**config.mk**
```make
export PLATFORM = sky130hd
export DESIGN_NAME = port_uart_tx
export DESIGN_NICKNAME = d
export VERILOG_FILES = /design/src/rtl/port_uart_tx.sv
export SDC_FILE = /design/constraint.sdc
export NUM_CORES = 1
export LEC_CHECK = 0
export CELL_PAD_IN_SITES_DETAIL_PLACEMENT = 1
export CELL_PAD_IN_SITES_GLOBAL_PLACEMENT = 1
export CORE_MARGIN = 3
export CORE_UTILIZATION = 38
export DETAILED_ROUTE_END_ITERATION = 8
export HOLD_SLACK_MARGIN = 0.08
export PLACE_DENSITY_LB_ADDON = 0.1
export SLEW_MARGIN = 15
export SYNTH_ARGS = -nofsm -noshare
export SYNTH_HDL_FRONTEND = slang
export SYNTH_SLANG_ARGS = --single-unit
export TNS_END_PERCENT = 50
```
**constraint.sdc**
```tcl
create_clock -name CLK100MHZ -period 1.6 [get_ports CLK100MHZ]
set_input_delay 0.24 -clock CLK100MHZ [delete_from_list [all_inputs] [get_ports CLK100MHZ]]
set_output_delay 0.24 -clock CLK100MHZ [all_outputs]
set_load 0.1 [all_outputs]
```
**src/rtl/port_uart_tx.sv**
```systemverilog
// port_uart_tx: 8N1 UART transmitter fed from a processor OUT port.
// A one-byte holding register sits in front of the shift register so the
// next byte can be queued while the current frame is on the line. A status
// byte {5'b0, overrun, hold_full, busy} is exported for an IN port.
module port_uart_tx #(
    parameter int CLKS_PER_BIT = 868
) (
    input  logic       CLK100MHZ,
    input  logic       rst,
    input  logic [7:0] tx_data,
    input  logic       tx_stb,
    input  logic       status_rd,
    output logic       tx,
    output logic [7:0] status
);

    // Last count value of a bit slot; the counter runs 0..CLKS_PER_BIT-1.
    localparam logic [15:0] BAUD_LAST = 16'(CLKS_PER_BIT - 1);

    typedef enum logic [1:0] {
        IDLE  = 2'd0,
        START = 2'd1,
        DATA  = 2'd2,
        STOP  = 2'd3
    } state_t;

    state_t      state_q, state_d;
    logic [7:0]  hold_q, hold_d;
    logic        hold_full_q, hold_full_d;
    logic [7:0]  shift_q, shift_d;
    logic [15:0] baud_q, baud_d;
    logic [2:0]  idx_q, idx_d;
    logic        tx_q, tx_d;
    logic        overrun_q, overrun_d;

    logic        bit_done;
    logic        load;
    logic        overrun_set;

    // A bit slot ends when the baud counter reaches its last value.
    assign bit_done = (baud_q == BAUD_LAST);

    // Frame sequencer: next state, line level, baud counter and bit index.
    always_comb begin
        state_d = state_q;
        shift_d = shift_q;
        baud_d  = baud_q;
        idx_d   = idx_q;
        tx_d    = tx_q;
        load    = 1'b0;

        case (state_q)
            IDLE: begin
                tx_d   = 1'b1;
                baud_d = 16'd0;
                idx_d  = 3'd0;
                if (hold_full_q) begin
                    load    = 1'b1;
                    shift_d = hold_q;
                    state_d = START;
                    tx_d    = 1'b0;
                end
            end

            START: begin
                if (bit_done) begin
                    baud_d  = 16'd0;
                    idx_d   = 3'd0;
                    state_d = DATA;
                    tx_d    = shift_q[0];
                end else begin
                    baud_d = baud_q + 16'd1;
                end
            end

            DATA: begin
                if (bit_done) begin
                    baud_d = 16'd0;
                    if (idx_q == 3'd7) begin
                        idx_d   = 3'd0;
                        state_d = STOP;
                        tx_d    = 1'b1;
                    end else begin
                        idx_d = idx_q + 3'd1;
                        tx_d  = shift_q[idx_q + 3'd1];
                    end
                end else begin
                    baud_d = baud_q + 16'd1;
                end
            end

            STOP: begin
                if (bit_done) begin
                    baud_d = 16'd0;
                    if (hold_full_q) begin
                        // Chain straight into the next start bit, no idle gap.
                        load    = 1'b1;
                        shift_d = hold_q;
                        state_d = START;
                        tx_d    = 1'b0;
                    end else begin
                        state_d = IDLE;
                        tx_d    = 1'b1;
                    end
                end else begin
                    baud_d = baud_q + 16'd1;
                end
            end

            default: begin
                state_d = IDLE;
                baud_d  = 16'd0;
                idx_d   = 3'd0;
                tx_d    = 1'b1;
            end
        endcase
    end

    // Holding buffer and sticky overrun flag.
    always_comb begin
        hold_d      = hold_q;
        hold_full_d = hold_full_q;
        overrun_set = 1'b0;

        if (load) begin
            // The held byte moves to the shifter this cycle, so a write in
            // the same cycle always finds room.
            hold_full_d = tx_stb;
            if (tx_stb) begin
                hold_d = tx_data;
            end
        end else if (tx_stb) begin
            if (!hold_full_q) begin
                hold_d      = tx_data;
                hold_full_d = 1'b1;
            end else begin
                overrun_set = 1'b1;
            end
        end

        // A new overrun beats a simultaneous status read.
        overrun_d = overrun_set | (overrun_q & ~status_rd);
    end

    // State registers with synchronous reset; line idles high.
    always_ff @(posedge CLK100MHZ) begin
        if (rst) begin
            state_q     <= IDLE;
            hold_q      <= 8'h00;
            hold_full_q <= 1'b0;
            shift_q     <= 8'h00;
            baud_q      <= 16'd0;
            idx_q       <= 3'd0;
            tx_q        <= 1'b1;
            overrun_q   <= 1'b0;
        end else begin
            state_q     <= state_d;
            hold_q      <= hold_d;
            hold_full_q <= hold_full_d;
            shift_q     <= shift_d;
            baud_q      <= baud_d;
            idx_q       <= idx_d;
            tx_q        <= tx_d;
            overrun_q   <= overrun_d;
        end
    end

    assign tx     = tx_q;
    assign status = {5'b00000, overrun_q, hold_full_q, (state_q != IDLE)};

endmodule

```
==> results.cfg, run 1 <==
[floorplan]
start_util_pct = 40.3
dieArea_mm2 = 0.00600
die_w_um = 77.5
boundaryPins = 21
rows = 25
fp.dieH_um = 77.5
coreArea_mm2 = 0.00482

[clocking]
cts_sinks = 40
cts_buffers = 5
clk_latency_ns = 0.28
root_buffer = clkbuf_8
cts-hold-fix-buffers = 0
clkTransAtPathRegs_ns = 0.08
ctsLongestPathBuffers = 2
htreeDepth = 2
cts_tree = done

[global_route]
grt_max_degree = 16
antenna_found_initial = 0
grt_overflow_total = 0
grt_pass1_vias = 1767
track_usage_pct = 18.3
grt_pass1_wl_um = 8800

[synth]
synth_top_area_share_pct = 41.3
synth_common_cells = nor2_1 (42), dfxtp_1 (40), mux2i_1 (22)
yosysWarnings = 0
yosys-top-cells-area = dfxtp_1 (41%), mux2i_1 (11%), nor2_1 (8.1%), ha_1 (5.8%), xor2_1 (3.6%)
ys_types = 40
synth.most_common_cell = nor2_1
synth_area_leader_cell = dfxtp_1
ys.flop_type = dfxtp_1
synth_edf_count = 0
ys_ff_latch = 40
syn_area_mm2 = 0.00194
seq_area_frac_synth_pct = 41.3
netlist_instances = 214
syn_avg_cell_area_um2 = 9.07
async_reset_ff_share_pct = 0

[finish]
fin_util_pct = 56.2
drive_gt1_share_pct = 28.5
syn2layout_area_growth_pct = 39.5
antenna_cells = 0
nNetsFinal = 283
instances_no_fill = 330

[timing]
fmax_mhz = 575
rsz0062_at_grt = yes
setup_ws_ns = -0.139
hold_viol_final = 0
hold_ws_ns = 0.497
clock_skew_ns = 0.00405
finalCritPeriodShare_pct = 109
drv_slew = 0
fin_crit_ns = 1.74
setup_viol_count_final = 23

[critical_path]
rr_startpoint = baud_q[0]
cp-startpoint = baud_q[0]
worst_ep_required_time_ns = 1.78
end_kind = flop
critPathKind = flop to flop
critPathMaxFanout = 8
crit_path_start_kind = flop
cp_data_arrival_time_ns = 1.92

[detailed_routing]
drc = 0
avgViaCountPerCell = 4.98
vias = 1644
drt-total-wl_um = 5130
ant_nets = 0
avgRoutedWirePerCell_um = 15.6
drtPass1Iterations = 4
drt_iter0_markers = 71

[run_status]
failed_checks = negative setup slack
outcome = complete, but fails checks

[power]
p_per_area_mw_per_mm2 = 1470
p_leak_uw = 0.00108
p_int_uw = 2470
p_clk_share_pct = 22.4
seqPwrFrac_pct = 30.4
swShare_pct = 38.1
switchingPower_uw = 1520
comb_power_share_pct = 47.2
vdd_drop_max_uv = 669

[job]
cap_violations = 0

[placement]
post-dp-hpwl_um = 3770
io_buffers = 15
numPlacedInstances = 318
gp_congestion = 0.781

[min_path]
hold_path_startpoint = state_q[1]
hp-class = flop to flop
[placed cells by master (no fill, tap or decap), types with 4 or more instances in the layout]
cell and instances:
inv_1 8, dfxtp_2 4, and3_1 4, clkdlybuf4s50_1 11, buf_4 33, xor2_1 8, ha_1 5, dfxtp_1 36
nand2_1 8, nand3_1 8, nor2_1 40, mux2i_1 22, clkbuf_8 7, xnor2_1 6, conb_1 5, buf_12 5
[worst max-delay path, cell delays in order, from the launching register on]
cell,delay [ns]
dfxtp_2,0.36
ha_4,0.14
and4b_1,0.18
nand4_1,0.17
buf_6,0.19
o21ai_4,0.16
buf_12,0.16
mux2i_1,0.20
nor2_1,0.06
[per-layer routing]
metal	GRT usage [%]	vias to the layer above	part of all wire, %
li1	-	819	-
met1	22.8	798	44
met2	32.7	25	53
met3	3.25	2	2.6
met4	4.27	0	0.53
met5	0	-	0
[cell families (layout without fill, tap and decap cells)]
group	Yosys count	after routing	share of synthesized area, %
compound gates	24	24	9.48
simple gates	80	80	19.1
fa+ha+maj	9	9	5.80
xor+xnor	14	14	6.32
flops	40	40	41.3
other cells	1	5	0.193
buf+inv	24	69	6.51
mux	22	22	11.3
[layout make-up]
cell class,instances,area (um^2)
Timing Repair Buffer,50,469
Inverter,11,45.0
Sequential cell,40,806
Fill cell,561,2110
Tap cell,67,83.8
Clock inverter,1,30.0
Clock buffer,7,96.3
Multi-Input combinational cell,154,1180
[per-stage QoR]
step	total power (uW)	worst slack, ns	instance area, um^2	setup TNS, ns
2_1_floorplan	2370	-0.127	2000	-0.841
3_3_place_gp	2850	-0.145	2430	-2.43
3_5_place_dp	2900	-0.228	2430	-3.53
4_1_cts	3960	-0.153	2680	-2.81
5_1_grt	4210	-0.232	2710	-4.63
6_report	3980	-0.139	2710	-1.97
[path summary, 6_finish.rpt]
check	endpoint	slack, ns	cells past startpoint
worst max-delay path	hold_q[6]	-0.14	8
worst min-delay path	state_q[1]	0.50	2
worst max register to register	hold_q[6]	-0.14	8
worst min register to register	state_q[1]	0.50	2
[power groups by stage]
stage	Combinational, uW	Sequential (uW)	Clock, uW
after floorplan	1100	1270	0
after global placement	1640	1210	0
after detailed placement	1680	1220	0
after CTS	1830	1210	917
after global routing	2010	1220	973
final	1880	1210	891
[state kept, by name (all words and copies together), names as in the netlist]
register,count
baud_q,16
hold_q,8
shift_q,8
idx_q,3
state_q,2
hold_full_q,1
overrun_q,1
tx,1
[timing repair]
| item | 4_1_cts | 5_1_grt |
|---|---|---|
| pin swaps | 7 | 2 |
| setup endpoints to repair | 25 | 27 |
| buffers inserted | 3 | 1 |
| gates resized for setup | 21 | 7 |
Note: power is estimated with default switching activity, not from simulation.
==> run 2: changes to the inputs <==
--- a/config.mk
+++ b/config.mk
@@ -11,7 +11,7 @@
 export CORE_UTILIZATION = 38
 export DETAILED_ROUTE_END_ITERATION = 8
 export HOLD_SLACK_MARGIN = 0.08
-export PLACE_DENSITY_LB_ADDON = 0.1
+export PLACE_DENSITY = 0.71
 export SLEW_MARGIN = 15
 export SYNTH_ARGS = -nofsm -noshare
 export SYNTH_HDL_FRONTEND = slang
==> results.cfg, run 2 (synthesis gave the netlist of run 1 again) <==
[floorplan]
boundaryPins = 21
fp.dieH_um = 77.5
dieArea_mm2 = 0.00600
start_util_pct = 40.3
rows = 25
coreArea_mm2 = 0.00482
die_w_um = 77.5

[timing]
hold_viol_final = 0
rsz0062_at_grt = yes
finalCritPeriodShare_pct = 113
setup_ws_ns = -0.213
setup_tns_ns = -2.54
clock_skew_ns = 0.0132
setup_viol_count_final = 25
fmax_mhz = 551
drv_slew = 0
fin_crit_ns = 1.81

[clocking]
clkTransAtPathRegs_ns = 0.09
root_buffer = clkbuf_8
htreeDepth = 2
cts_buffers = 5
ctsLongestPathBuffers = 2
clk_latency_ns = 0.30
cts_sinks = 40
cts_tree = done

[global_route]
grt_max_degree = 21
grt_pass1_wl_um = 9000
antenna_found_initial = 0
track_usage_pct = 19.4
grt_overflow_total = 0
grt_pass1_vias = 1827

[critical_path]
cp_data_arrival_time_ns = 1.99
critPathMaxFanout = 8
end_kind = flop
cpLargestDelayFamily = flip-flops
cp-startpoint = state_q[1]
worst_ep_required_time_ns = 1.78
crit_path_start_kind = flop
cp_slowest_cell = dfxtp_2
critPathKind = flop to flop
max_stage_delay_ns = 0.38
rr_startpoint = state_q[1]
path_buf_inv = 2
worstPathCellList = buf_4, ha_1, nand3_1, o21ai_4, buf_12, mux2i_1, nor2_1

[detailed_routing]
avgRoutedWirePerCell_um = 18.4
drtPass1Iterations = 4
drc = 0
top_layer_used = met4
drt-total-wl_um = 6120
wl_met1_um = 2520
drt_iter0_markers = 74
wl_met3_um = 145
ant_nets = 0
met2_length_um = 3270
avgViaCountPerCell = 5.18
vias = 1719

[finish]
nNetsFinal = 285
reg.largest.list = baud_q: 16 flops, hold_q: 8 flops, shift_q: 8 flops
final_cell_mix = nor2_1 (40), dfxtp_1 (35), buf_4 (29)
antenna_cells = 0
fillers = 551
drive_gt1_share_pct = 30.6
regMostFlops = baud_q
seqCellArea_um2 = 807
final_common_cell = nor2_1
multi_input_area_mm2 = 0.00123
syn2layout_area_growth_pct = 46.7
largest_reg_flops = 16

[placement]
post-place-ws_ns = -0.213
post-dp-hpwl_um = 3540
io_buffers = 15
gp_congestion = 0.791

[min_path]
hp-class = flop to flop
hold_path_startpoint = hold_q[1]

[power]
p_per_area_mw_per_mm2 = 1550
total_power_uw = 4420
vdd_drop_max_uv = 651
p_leak_uw = 0.00112

[run_status]
outcome = complete, but fails checks
failed_checks = negative setup slack

[job]
cap_violations = 0
==> run 2: cell count changes in the layout (fill, tap and decap cells not counted), sizes merged <==
cell and change:
clkbuf -2, buf +2, bufinv +2
==> run 2: timing repair <==
action / 4_1_cts / 5_1_grt
gates resized for setup: 20 / 21
pin swaps: 9 / 13
setup endpoints to repair: 38 / 39
buffers inserted: 3 / 1
hold buffers: 0 / 0
==> run 2: final cells by class <==
| class | instances | area share, % |
|---|---|---|
| tap | 67 | 2.95 |
| sequential | 40 | 28.4 |
| clock buffer | 5 | 2.42 |
| inverter | 11 | 1.58 |
| multi-input combinational | 154 | 43.1 |
| clock inverter | 3 | 3.16 |
| timing repair buffer | 52 | 18.4 |
==> run 2: metrics by stage <==
stage	cell area [um^2]	std cells	hold slack (ns)	utilization (%)
after floorplan	2000	218	0.350	-
after global placement	2460	320	0.474	51.0
after detailed placement	2460	320	0.483	51.0
after CTS	2720	331	0.500	56.4
after global routing	2850	332	0.535	59.1
final	2850	332	0.497	59.1
==> run 2: final timing paths <==
check              endpoint  slack, ns  cells past startpoint
setup / recovery  hold_q[6]      -0.21                      7
hold / removal    hold_q[1]       0.50                      2
setup reg to reg  hold_q[6]      -0.21                      7
hold reg to reg   hold_q[1]       0.50                      2
==> run 2: report_power, final <==
part	leakage (uW)	total [uW]	internal [uW]	switching, uW
clock	0.0000784	1150	780	373
sequential	0.000327	1200	1110	91.4
combinational	0.000715	2060	872	1190
==> run 2: worst min-delay path, cell delays in order (launching register included) <==
cell and delay (ns):
dfxtp_1 0.33, mux2i_1 0.06, nor2_1 0.07
==> run 2: per-layer routing <==
layer  global-route usage, %  vias to the layer above
li1                        -                      824
met1                    21.9                      851
met2                    34.9                       30
met3                    4.41                       14
met4                    8.36                        0
met5                       0                        -
==> run 3: changes to the inputs <==
--- a/config.mk
+++ b/config.mk
@@ -10,8 +10,9 @@
 export CORE_MARGIN = 3
 export CORE_UTILIZATION = 38
 export DETAILED_ROUTE_END_ITERATION = 8
+export GPL_TIMING_DRIVEN = 0
 export HOLD_SLACK_MARGIN = 0.08
-export PLACE_DENSITY = 0.71
+export PLACE_DENSITY = 0.79
 export SLEW_MARGIN = 15
 export SYNTH_ARGS = -nofsm -noshare
 export SYNTH_HDL_FRONTEND = slang
==> results.cfg, run 3 (synthesis gave the netlist of run 1 again) <==
[run_status]
outcome = complete, but fails checks
failed_checks = negative setup slack

[timing]
fin_crit_ns = 1.76
tightest_slew_ns = 0.563
slew_headroom_pct = 62.7
setup_viol_count_final = 20
fmax_mhz = 570
hold_viol_final = 0
setup_ws_ns = -0.156
drv_slew = 0
finalCritPeriodShare_pct = 110
hold_ws_ns = 0.355
clock_skew_ns = 0.0111
rsz0062_at_grt = yes

[critical_path]
critPathKind = flop to flop
cp_data_arrival_time_ns = 1.92
critPathMaxFanout = 8
crit_path_start_kind = flop
worst_ep_required_time_ns = 1.77
end_kind = flop

[finish]
final_common_cell = nor2_1
antenna_cells = 0
reg.largest.list = baud_q: 16 flops, hold_q: 8 flops, shift_q: 8 flops
fillers = 550
seqCellArea_um2 = 835
final_cell_mix = nor2_1 (40), dfxtp_1 (27), buf_4 (22)
drive_gt1_share_pct = 32.5
nNetsFinal = 275
multi_input_area_mm2 = 0.00127
final_cell_area_mm2 = 0.00269
fin_util_pct = 55.7
syn2layout_area_growth_pct = 38.4
instances_no_fill = 322
regMostFlops = baud_q
largest_reg_flops = 16

[detailed_routing]
avgRoutedWirePerCell_um = 14.7
drc = 0
ant_nets = 0
drt-total-wl_um = 4750
drtPass1Iterations = 4
drt_iter0_markers = 59
vias = 1597
avgViaCountPerCell = 4.96

[global_route]
grt_max_degree = 14
grt_pass1_wl_um = 7740
antenna_found_initial = 0
track_usage_pct = 15.9
grt_overflow_total = 0
grt_pass1_vias = 1639

[power]
switchingPower_uw = 1530
swShare_pct = 41.5
p_per_area_mw_per_mm2 = 1370
p_clk_share_pct = 18.4
p_int_uw = 2160
comb_power_share_pct = 48.1
p_leak_uw = 0.00102
seqPwrFrac_pct = 33.5
vdd_drop_max_uv = 675

[clocking]
htreeDepth = 2
ctsLongestPathBuffers = 2
clkTransAtPathRegs_ns = 0.08
cts_tree = done
clk_latency_ns = 0.30
cts_sinks = 40
cts_buffers = 5
root_buffer = clkbuf_8
cts-hold-fix-buffers = 0

[placement]
place_area_mm2 = 0.00222
gp_congestion = 0.743
post-dp-hpwl_um = 3040
io_buffers = 14
numPlacedInstances = 299

[job]
cap_violations = 0

[floorplan]
dieArea_mm2 = 0.00600
fp.dieH_um = 77.5
die_w_um = 77.5
boundaryPins = 21
rows = 25
coreArea_mm2 = 0.00482
start_util_pct = 40.3

[min_path]
hp-class = primary input to flop
==> run 3: cell types whose count changed in the layout (fill, tap and decap cells not counted), moves of 3 or more <==
cell,change
buf_12,-6
buf_4,-7
bufinv_16,-3
clkbuf_1,+3
dfxtp_1,-8
dfxtp_4,+7
==> run 3: power groups by stage <==
stage,logic (uW),clock network [uW],registers (uW)
2_1_floorplan,1100,0,1270
3_3_place_gp,1420,0,1230
3_5_place_dp,1450,0,1230
4_1_cts,1600,700,1230
5_1_grt,1900,746,1250
6_report,1770,678,1240
==> run 3: worst max-delay path, stage by stage, from the launching register on <==
cell,delay (ns)
dfxtp_4,0.36
ha_4,0.13
and4b_1,0.18
nand4_1,0.15
buf_4,0.19
a21boi_2,0.15
buf_6,0.18
mux2i_2,0.23
nor2_1,0.07
==> run 3: layout make-up <==
cell class	instances	share of cell area, %
buffer	13	3.63
clock buffer	5	2.56
multi-input combinational	154	47.2
timing repair buffer	29	9.93
sequential	40	31.1
tap	67	3.12
inverter	11	1.77
clock inverter	3	0.699
==> run 3: routing by layer <==
| layer | vias to the layer above | track usage, % | wire (um) | part of all wire, % |
|---|---|---|---|---|
| met5 | - | 0 | 0 | 0 |
| li1 | 804 | - | - | - |
| met3 | 6 | 4.18 | 120 | 2.5 |
| met4 | 0 | 3.74 | 42 | 0.88 |
| met2 | 16 | 26.6 | 2370 | 50 |
| met1 | 771 | 20.3 | 2220 | 47 |
==> run 3: per-stage QoR <==
stage,power [uW],setup TNS [ns],setup WS [ns]
2_1_floorplan,2370,-0.841,-0.127
4_1_cts,3530,-1.17,-0.104
3_3_place_gp,2650,-7.95,-0.486
6_report,3690,-1.42,-0.156
5_1_grt,3900,-3.94,-0.252
3_5_place_dp,2690,-8.93,-0.506
==> run 3: repair_timing <==
| action | CTS | global route |
|---|---|---|
| pin swaps | 16 | 10 |
| endpoints found under the hold margin | 0 | 0 |
| setup endpoints to repair | 38 | 37 |
| setup buffers | 10 | 5 |
| resized for setup | 55 | 27 |
==> run 3: final timing paths <==
check	startpoint	end	slack, ns	cells after the start
worst min-delay path	rst	state_q[0]	0.35	2
worst max register to register	baud_q[0]	shift_q[1]	-0.16	8
worst min register to register	hold_q[3]	hold_q[3]	0.50	2
worst max-delay path	baud_q[0]	shift_q[1]	-0.16	8
